$ cat config.mk
export PLATFORM = sky130hd
export DESIGN_NAME = count_event_monitor
export DESIGN_NICKNAME = d
export VERILOG_FILES = /design/src/rtl/count_event_monitor.sv
export SDC_FILE = /design/constraint.sdc
export NUM_CORES = 1
export LEC_CHECK = 0
export ABC_AREA = 1
export CAP_MARGIN = 20
export CELL_PAD_IN_SITES_DETAIL_PLACEMENT = 2
export CELL_PAD_IN_SITES_GLOBAL_PLACEMENT = 2
export CORE_UTILIZATION = 24
export CTS_CLUSTER_DIAMETER = 150
export CTS_CLUSTER_SIZE = 28
export DETAILED_ROUTE_END_ITERATION = 16
export PLACE_DENSITY_LB_ADDON = 0.1
export SETUP_SLACK_MARGIN = 0.3
export SYNTH_ARGS = -nofsm -noshare
export SYNTH_HDL_FRONTEND = slang
export SYNTH_SLANG_ARGS = --single-unit
$ cat constraint.sdc
create_clock -name clk -period 1.7 [get_ports clk]
set_clock_uncertainty 0.05 [all_clocks]
set_input_delay 0.34 -clock clk [delete_from_list [all_inputs] [get_ports clk]]
set_output_delay 0.34 -clock clk [all_outputs]
set_load 0.02 [all_outputs]
$ cat src/rtl/count_event_monitor.sv
// Observer for the 8-bit load/increment counter: compare-match and wrap detection,
// saturating wrap count, level interrupt with ack. Optional macro WRAP_IRQ_EN lets wraps raise irq.
module count_event_monitor #(
  parameter int WRAP_W = 4
) (
  input  logic              clk,
  input  logic              rst,
  input  logic [7:0]        q_in,
  input  logic              ld_in,
  input  logic              inc_in,
  input  logic [7:0]        cmp_val,
  input  logic              cmp_en,
  input  logic              irq_ack,
  output logic              irq,
  output logic              sts_match,
  output logic              sts_wrap,
  output logic [WRAP_W-1:0] wrap_cnt
);

  typedef enum logic [1:0] {
    IDLE,
    ARMED,
    FIRED
  } state_e;

  state_e            state_q, state_d;
  logic [7:0]        prevCount_q;
  logic              ldDly_q;
  logic              incDly_q;
  logic [WRAP_W-1:0] wrapCnt_q, wrapCnt_d;
  logic              stsMatch_q, stsMatch_d;
  logic              stsWrap_q, stsWrap_d;
  logic              irq_q, irq_d;
  logic              wrapEvt;
  logic              matchEvt;

  // A load always wins over increment, so FF->00 only counts as a wrap when it was an increment.
  assign wrapEvt  = incDly_q & ~ldDly_q & (prevCount_q == 8'hFF) & (q_in == 8'h00);
  assign matchEvt = (q_in == cmp_val) & ((q_in != prevCount_q) | ldDly_q);

  always_comb begin
    state_d    = state_q;
    stsMatch_d = stsMatch_q;
    wrapCnt_d  = wrapCnt_q;
    stsWrap_d  = 1'b0;

    case (state_q)
      IDLE: begin
        if (cmp_en) state_d = ARMED;
      end
      ARMED: begin
        if (matchEvt) begin
          state_d    = FIRED;
          stsMatch_d = 1'b1;
        end else if (!cmp_en) begin
          state_d = IDLE;
        end
      end
      FIRED: begin
        // Matches while fired are absorbed; only the ack moves us on.
        if (irq_ack) begin
          stsMatch_d = 1'b0;
          state_d    = cmp_en ? ARMED : IDLE;
        end
      end
      default: begin
        state_d    = IDLE;
        stsMatch_d = 1'b0;
      end
    endcase

    if (wrapEvt && (wrapCnt_q != {WRAP_W{1'b1}})) begin
      wrapCnt_d = wrapCnt_q + {{(WRAP_W-1){1'b0}}, 1'b1};
    end

`ifdef WRAP_IRQ_EN
    if (wrapEvt) begin
      stsWrap_d = 1'b1;
    end else if (irq_ack) begin
      stsWrap_d = 1'b0;
    end else begin
      stsWrap_d = stsWrap_q;
    end
`else
    stsWrap_d = 1'b0;
`endif

    irq_d = stsMatch_d | stsWrap_d;
  end

  always_ff @(posedge clk) begin
    if (rst) begin
      state_q     <= IDLE;
      prevCount_q <= 8'h00;
      ldDly_q     <= 1'b0;
      incDly_q    <= 1'b0;
      wrapCnt_q   <= '0;
      stsMatch_q  <= 1'b0;
      stsWrap_q   <= 1'b0;
      irq_q       <= 1'b0;
    end else begin
      state_q     <= state_d;
      prevCount_q <= q_in;
      ldDly_q     <= ld_in;
      incDly_q    <= inc_in;
      wrapCnt_q   <= wrapCnt_d;
      stsMatch_q  <= stsMatch_d;
      stsWrap_q   <= stsWrap_d;
      irq_q       <= irq_d;
    end
  end

  assign irq       = irq_q;
  assign sts_match = stsMatch_q;
  assign sts_wrap  = stsWrap_q;
  assign wrap_cnt  = wrapCnt_q;

endmodule
==> parameters.txt <==
Parameter                              Value

Finish
  Final nets    213
  Area growth syn-to-layout    49.6%
  Final non-filler cell area    0.00146 sq mm
  Share of post-route cells with drive strength above 1    34.9%
  Antenna diodes    0
  Non-filler cells, final    237

Logic synthesis
  Post-synthesis sequential area ratio    34.8%
  Count of unique library cells instantiated by Yosys    23
  Synth Net Count    171
  Count of state elements after synthesis    17
  Yosys top cell area share    34.8%
  Post-Synthesis Cells    148
  Cell Area, Synth    approximately 1000 sq um
  Yosys top cell by area    dfxtp_1
  Yosys Warn Count    0
  Average cell area after synthesis    between 6 and 7 sq um
  Main area contributors after synthesis    dfxtp_1 (35%), nand2_1 (15%), nor2_1 (8.1%), xor2_1 (8.1%), inv_1 (7.7%)

Power and ir drop
  Maximum vdd drop    0.394 mV
  P_leak    0.716 nW
  PD cells    627 mW/mm^2

Die
  Effective utilization at floorplan    25.9%
  Core area    0.00377 sq mm
  Total Die Area    approximately 0.0043 sq mm
  Number of ports placed on the die boundary    29
  Horizontal die dimension    65.9 um
  Height of the chip    65.9 um
  Core Rows    22

GRT
  Total GRT Usage    approximately 16%
  Initial antenna violation count    0
  Maximum number of pins on one net before global-route repair    10
  Global-route wire length before repair    5080 um
  Via count of the first global-routing pass    1115
  Overflow after GRT    0

Clock network
  TritonCTS Buffers    3
  Root Buffer Master    clkbuf_8
  TritonCTS clock tree    built
  Clock-pin transition on the worst setup and hold timing paths    0.07 ns
  Clock insertion delay at the later pin of the skew report    0.25 ns
  Number of H-tree levels    1
  Clock net sink count    17
  Buffer depth of the longest clock path    2

Drt
  Drt first-iter violations    23
  Routed WL per cell    13.2 um
  Total via count after detailed routing    1047
  Number of antenna-violating nets in the routed design    0
  1st-pass router iterations    3
  Drt drc    0
  Routed wire length    3120 um
  Via/cell ratio    ~4.4

Timing
  Max frequency    722 MHz
  Setup violators final    0
  Worst Hold Margin    0.327 ns
  Final-report max-slew violation count    0
  Tcrit/Tclk final    81.5%
  Final Hold Fails    0
  Min Tclk post-route    about 1.4 ns
  RSZ-0062 raised after global routing    yes

Hold path
  Source of the worst hold timing path    q_in[6]
  Path type of the worst min-delay path    in -> reg

Critical path
  Type of the setup path with the least slack    in -> reg
  Timing startpoint of the critical path    cmp_val[6]
  WP data required    1.80 ns
  CP Capture Type    flop
  Worst Setup Start Kind    primary input
  Reg2Reg Launch Point    prevCount_q[7]$_SDFF_PP0_
  Maximum net fanout on the critical path    2
  Signal arrival time at the worst endpoint    approximately 1.5 ns

Placed design
  Final RePlAce weighted congestion    between 0.7 and 0.8
  Final HPWL from detailed placement    between 2000 and 2500 um
  Count of placed standard cells including taps    228
  Port Buffers    27
  Post-placement cell area    0.00135 sq mm

Run
  Number of maximum-capacitance constraint violations    0

Status
  Run status    complete, no violations
-- per-layer routing --
layer  vias up  wire length, um  global-route usage, %  part of all wire (%)
met5         -                0                      0                     0
met4         0               18                   4.08                  0.58
met3         2              112                   3.62                   3.6
met2        16             1550                   27.6                    50
met1       496             1440                   18.6                    46
li1        533                -                      -                     -
-- power breakdown --
group / internal, W / switching, W / total, W
logic: 0.0000842 / 0.0000969 / 0.000181
clock network: 0.000167 / 0.000146 / 0.000313
registers: 0.000411 / 0.0000131 / 0.000424
total: 0.000662 / 0.000256 / 0.000918
-- cell usage after synthesis, drive strengths merged --
cell type  count
xor2           9
nand2         38
clkbuf         2
inv           25
buf            2
xnor2          1
conb           1
nand4          4
nor3           2
nor4b          1
a21oi          8
o21ai          3
ha             1
nand3b         1
nor2          23
dfxtp         17
nand3          9
nor4           1
-- worst paths after layout --
kind	cells past startpoint	end	slack (ns)
worst max-delay path	10	irq$_SDFFE_PP0P_	0.31
worst min-delay path	3	prevCount_q[6]$_SDFF_PP0_	0.33
worst max register to register	7	wrap_cnt[3]$_SDFFE_PP0P_	0.39
worst min register to register	2	wrap_cnt[1]$_SDFFE_PP0P_	0.44
-- final cells by class --
| class | count | area [sq um] |
|---|---|---|
| Clock buffer | 4 | 45.0 |
| Tap cell | 48 | 60.1 |
| Fill cell | 457 | 2310 |
| Inverter | 25 | 93.8 |
| Multi-Input combinational cell | 102 | 598 |
| Timing Repair Buffer | 41 | 307 |
| Sequential cell | 17 | 360 |
-- stage by stage --
step | power, W | utilization (%) | setup TNS, ns | worst slack (ns)
floorplan | 0.000508 | - | 0 | 0.444
global placement | 0.000601 | 35.9 | -1.00 | -0.183
detailed placement | 0.000608 | 35.9 | -1.31 | -0.254
CTS | 0.000924 | 36.9 | 0 | 0.265
global route | 0.000979 | 38.8 | 0 | 0.263
finish | 0.000918 | 38.8 | 0 | 0.314
-- cell families after synthesis --
kind of cell / Yosys count / share of synthesized area, %
AO/OA/AOI/OAI: 11 / 6.01
XOR/XNOR: 10 / 8.95
adder cells (fa/ha/maj): 1 / 1.28
buffers and inverters: 29 / 11.9
flip-flops: 17 / 34.8
other: 1 / 0.383
AND/OR/NAND/NOR: 79 / 36.7
-- flip-flops by register name, indices dropped and copies added, names as in the netlist --
| register | flops |
|---|---|
| irq | 1 |
| ldDly_q | 1 |
| incDly_q | 1 |
| prevCount_q | 8 |
| state_q | 2 |
| wrap_cnt | 4 |
-- repair_timing --
action | 4_1_cts | 5_1_grt
hold buffers | 0 | 0
hold endpoints to repair | 0 | 0
buffers inserted | 0 | 5
pin swaps | 9 | 18
setup endpoints to repair | 13 | 11
resized for setup | 29 | 54
-- layout by cell type, fill, tap and decap left out, drive strengths merged --
cell type,Yosys,final
a21oi,8,8
nor4b,1,1
nor3,2,2
nand4,4,4
o21ai,3,3
nand3b,1,1
xor2,9,9
inv,25,25
dfxtp,17,17
clkdlybuf4s50,0,5
nor4,1,1
nand2,38,38
nor2,23,23
clkbuf,2,15
buf,2,15
ha,1,1
nand3,9,9
conb,1,1
dlygate4sd2,0,10
xnor2,1,1
-- worst max-delay path: stages --
cell,delay (ns)
dlygate4sd2_1,0.24
xor2_1,0.16
nor2_1,0.19
nand2_1,0.09
nor2_2,0.16
nand2_2,0.08
nand2_1,0.06
nand2_1,0.05
nand2_1,0.07
a21oi_2,0.05
No activity file was read; power rests on OpenSTA's default activity.
==> patch, RTL diff (same settings) <==
Add a define of `WRAP_IRQ_EN`.
--- a/src/rtl/count_event_monitor.sv
+++ b/src/rtl/count_event_monitor.sv
@@ -1,5 +1,7 @@
 // Observer for the 8-bit load/increment counter: compare-match and wrap detection,
 // saturating wrap count, level interrupt with ack. Optional macro WRAP_IRQ_EN lets wraps raise irq.
+`define WRAP_IRQ_EN
+
 module count_event_monitor #(
   parameter int WRAP_W = 4
 ) (
Formal check against the unedited RTL: not equivalent (Yosys sat finds a counterexample within 4 cycles, from zero or initial values and one cycle with rst high).
==> patch against the unedited design <==
- core utilization decreased by 1.4 points
- final area rose by 4.5%
- final cell count rose by 10%
- wire length is 18% higher
- sequential cell count grew 2
- synthesized cell count rose by 14%
- area after synthesis is 6.8% higher
- setup slack got worse by 12 ps
- total power increased by 5.2%
- critical path type unchanged
- largest cell class unchanged
- highest routed layer unchanged
==> patch: results (changes against the unedited design) <==
- H-tree Lvls: 1 (unchanged)
- Drt via density: 4.602 (was 4.418)
- Initial antenna violation count: 0 (unchanged)
- GRT Resource Usage Total: 17.22% (was 15.59%)
- Leak: 0.7550 nW (was 0.7164 nW)
- Crit path DAT: 1510 ps (was 1480 ps)
- Root Driver: clkbuf_8 (unchanged)
- Post-synth cell types: 20 (was 23)
- Number of global-route vias before repair: 1308 (was 1115)
- Reg2reg path depth: 7 (unchanged)
- Post-synthesis xor/xnor area fraction: 4.192% (was 8.951%)
- Post-synthesis compound-gate area fraction: 5.269% (was 6.010%)
- First-pass DRT Iterations: 4 (was 3)
- HP Start: q_in[2] (was q_in[6])
- Largest Register: prevCount_q (unchanged)
- Top cells by count, synth: nand2_1, inv_1, nor2_1 (was nand2_1, nor2_1, inv_1)
- Maximum number of pins on one net before global-route repair: 12 (was 10)
- Slowest CP cell: dlygate4sd2_1 (unchanged)
- Net Count, Synth: 191 (was 171)
- Mean Syn Cell Area: 6.219 sq um (was 6.611 sq um)
- First-pass GRT wire length: 5865 um (was 5078 um)
- Synth top area share: 36.41% (was 34.78%)
- Worst hold path class: in -> reg (unchanged)
- Period utilization: 82.23% (was 81.51%)
- Hold Path Sink: prevCount_q[2]$_SDFF_PP0_ (was prevCount_q[6]$_SDFF_PP0_)
- Placement Cell Area: 1459 sq um (was 1354 sq um)
- Final nets: 235 (was 213)
- Post-synthesis adder-cell area fraction: 1.198% (was 1.279%)
- CTS max path bufs: 2 (unchanged)
- Flop2flop setup slack: 340 ps (was 390 ps)
- Wire length per cell: 14.13 um (was 13.15 um)
- CP Launch Point: q_in[7] (was cmp_val[6])
- Top cells by area, synth: dfxtp_1, nand2_1, inv_1, nor2_1, nand4_1 (was dfxtp_1, nand2_1, nor2_1, xor2_1, inv_1)
- Fin Hold WS: 310.7 ps (was 327.1 ps)
- Status: finished clean (unchanged)
- Slew margin rel.: 82.14%
- HPWL after DPL: 2931 um (was 2462 um)
- Ys async rst share: 0% (unchanged)
- Crit path kind: in -> reg (unchanged)
- Hold Path Stages: 3 (unchanged)
- RR Startpoint: wrap_cnt[0]$_SDFFE_PP0P_ (was prevCount_q[7]$_SDFF_PP0_)
- CTS buffer count: 3 (unchanged)
- Top delay family on crit path: simple AND/OR/NAND/NOR gates (unchanged)
- Post-place setup slack: -202.6 ps (was -253.9 ps)
- Seq/Total Area, Yosys: 36.41% (was 34.78%)
- R2R Path End: wrap_cnt[0]$_SDFFE_PP0P_ (was wrap_cnt[3]$_SDFFE_PP0P_)
- First-iteration detailed-routing DRC count: 27 (was 23)
- Syn. warnings: 0 (unchanged)
- Routability cong.: 0.7796 (was 0.7940)
- Max incr delay on CP: 260 ps (was 240 ps)
- Number of diodes: 0 (unchanged)
- Proportion of layout cells with a drive suffix above 1: 21.33% (was 34.92%)
- IO Port Bufs: 28 (was 27)
- Routed WL: 3689 um (was 3117 um)
- Crit Path Max Fanout: 5 (was 2)
- Maximum VDD drop: 0.2992 mV (was 0.3939 mV)
patch: report_power, final:
part / internal [mW] / switching, mW
Clock: 0.163 / 0.163
Sequential: 0.460 / 0.0154
Combinational: 0.0767 / 0.0876
patch: routing by layer:
metal / vias to the layer above / part of all wire (%) / track usage, %
li1: 596 / - / -
met1: 581 / 45 / 20.62
met2: 19 / 51 / 31.74
met3: 5 / 2.7 / 2.167
met4: 0 / 0.98 / 4.688
met5: - / 0 / 0
patch: what timing repair did:
item / in CTS / in global routing
pin swaps: 7 / 9
buffers inserted: 0 / 2
resized for setup: 28 / 22
setup endpoints to repair: 16 / 9
patch: layout make-up:
type,count,area (sq um)
Sequential cell,19,385.4
Clock inverter,1,5.005
Clock buffer,3,41.29
Inverter,35,131.4
Timing Repair Buffer,40,335.3
Tap cell,50,62.56
Multi-Input combinational cell,113,569.3
Fill cell,511,2556
patch: logic make-up after synthesis:
kind of cell / after synthesis
simple gates: 97
buf+inv: 36
flops: 19
compound gates: 10
xor+xnor: 5
fa+ha+maj: 1
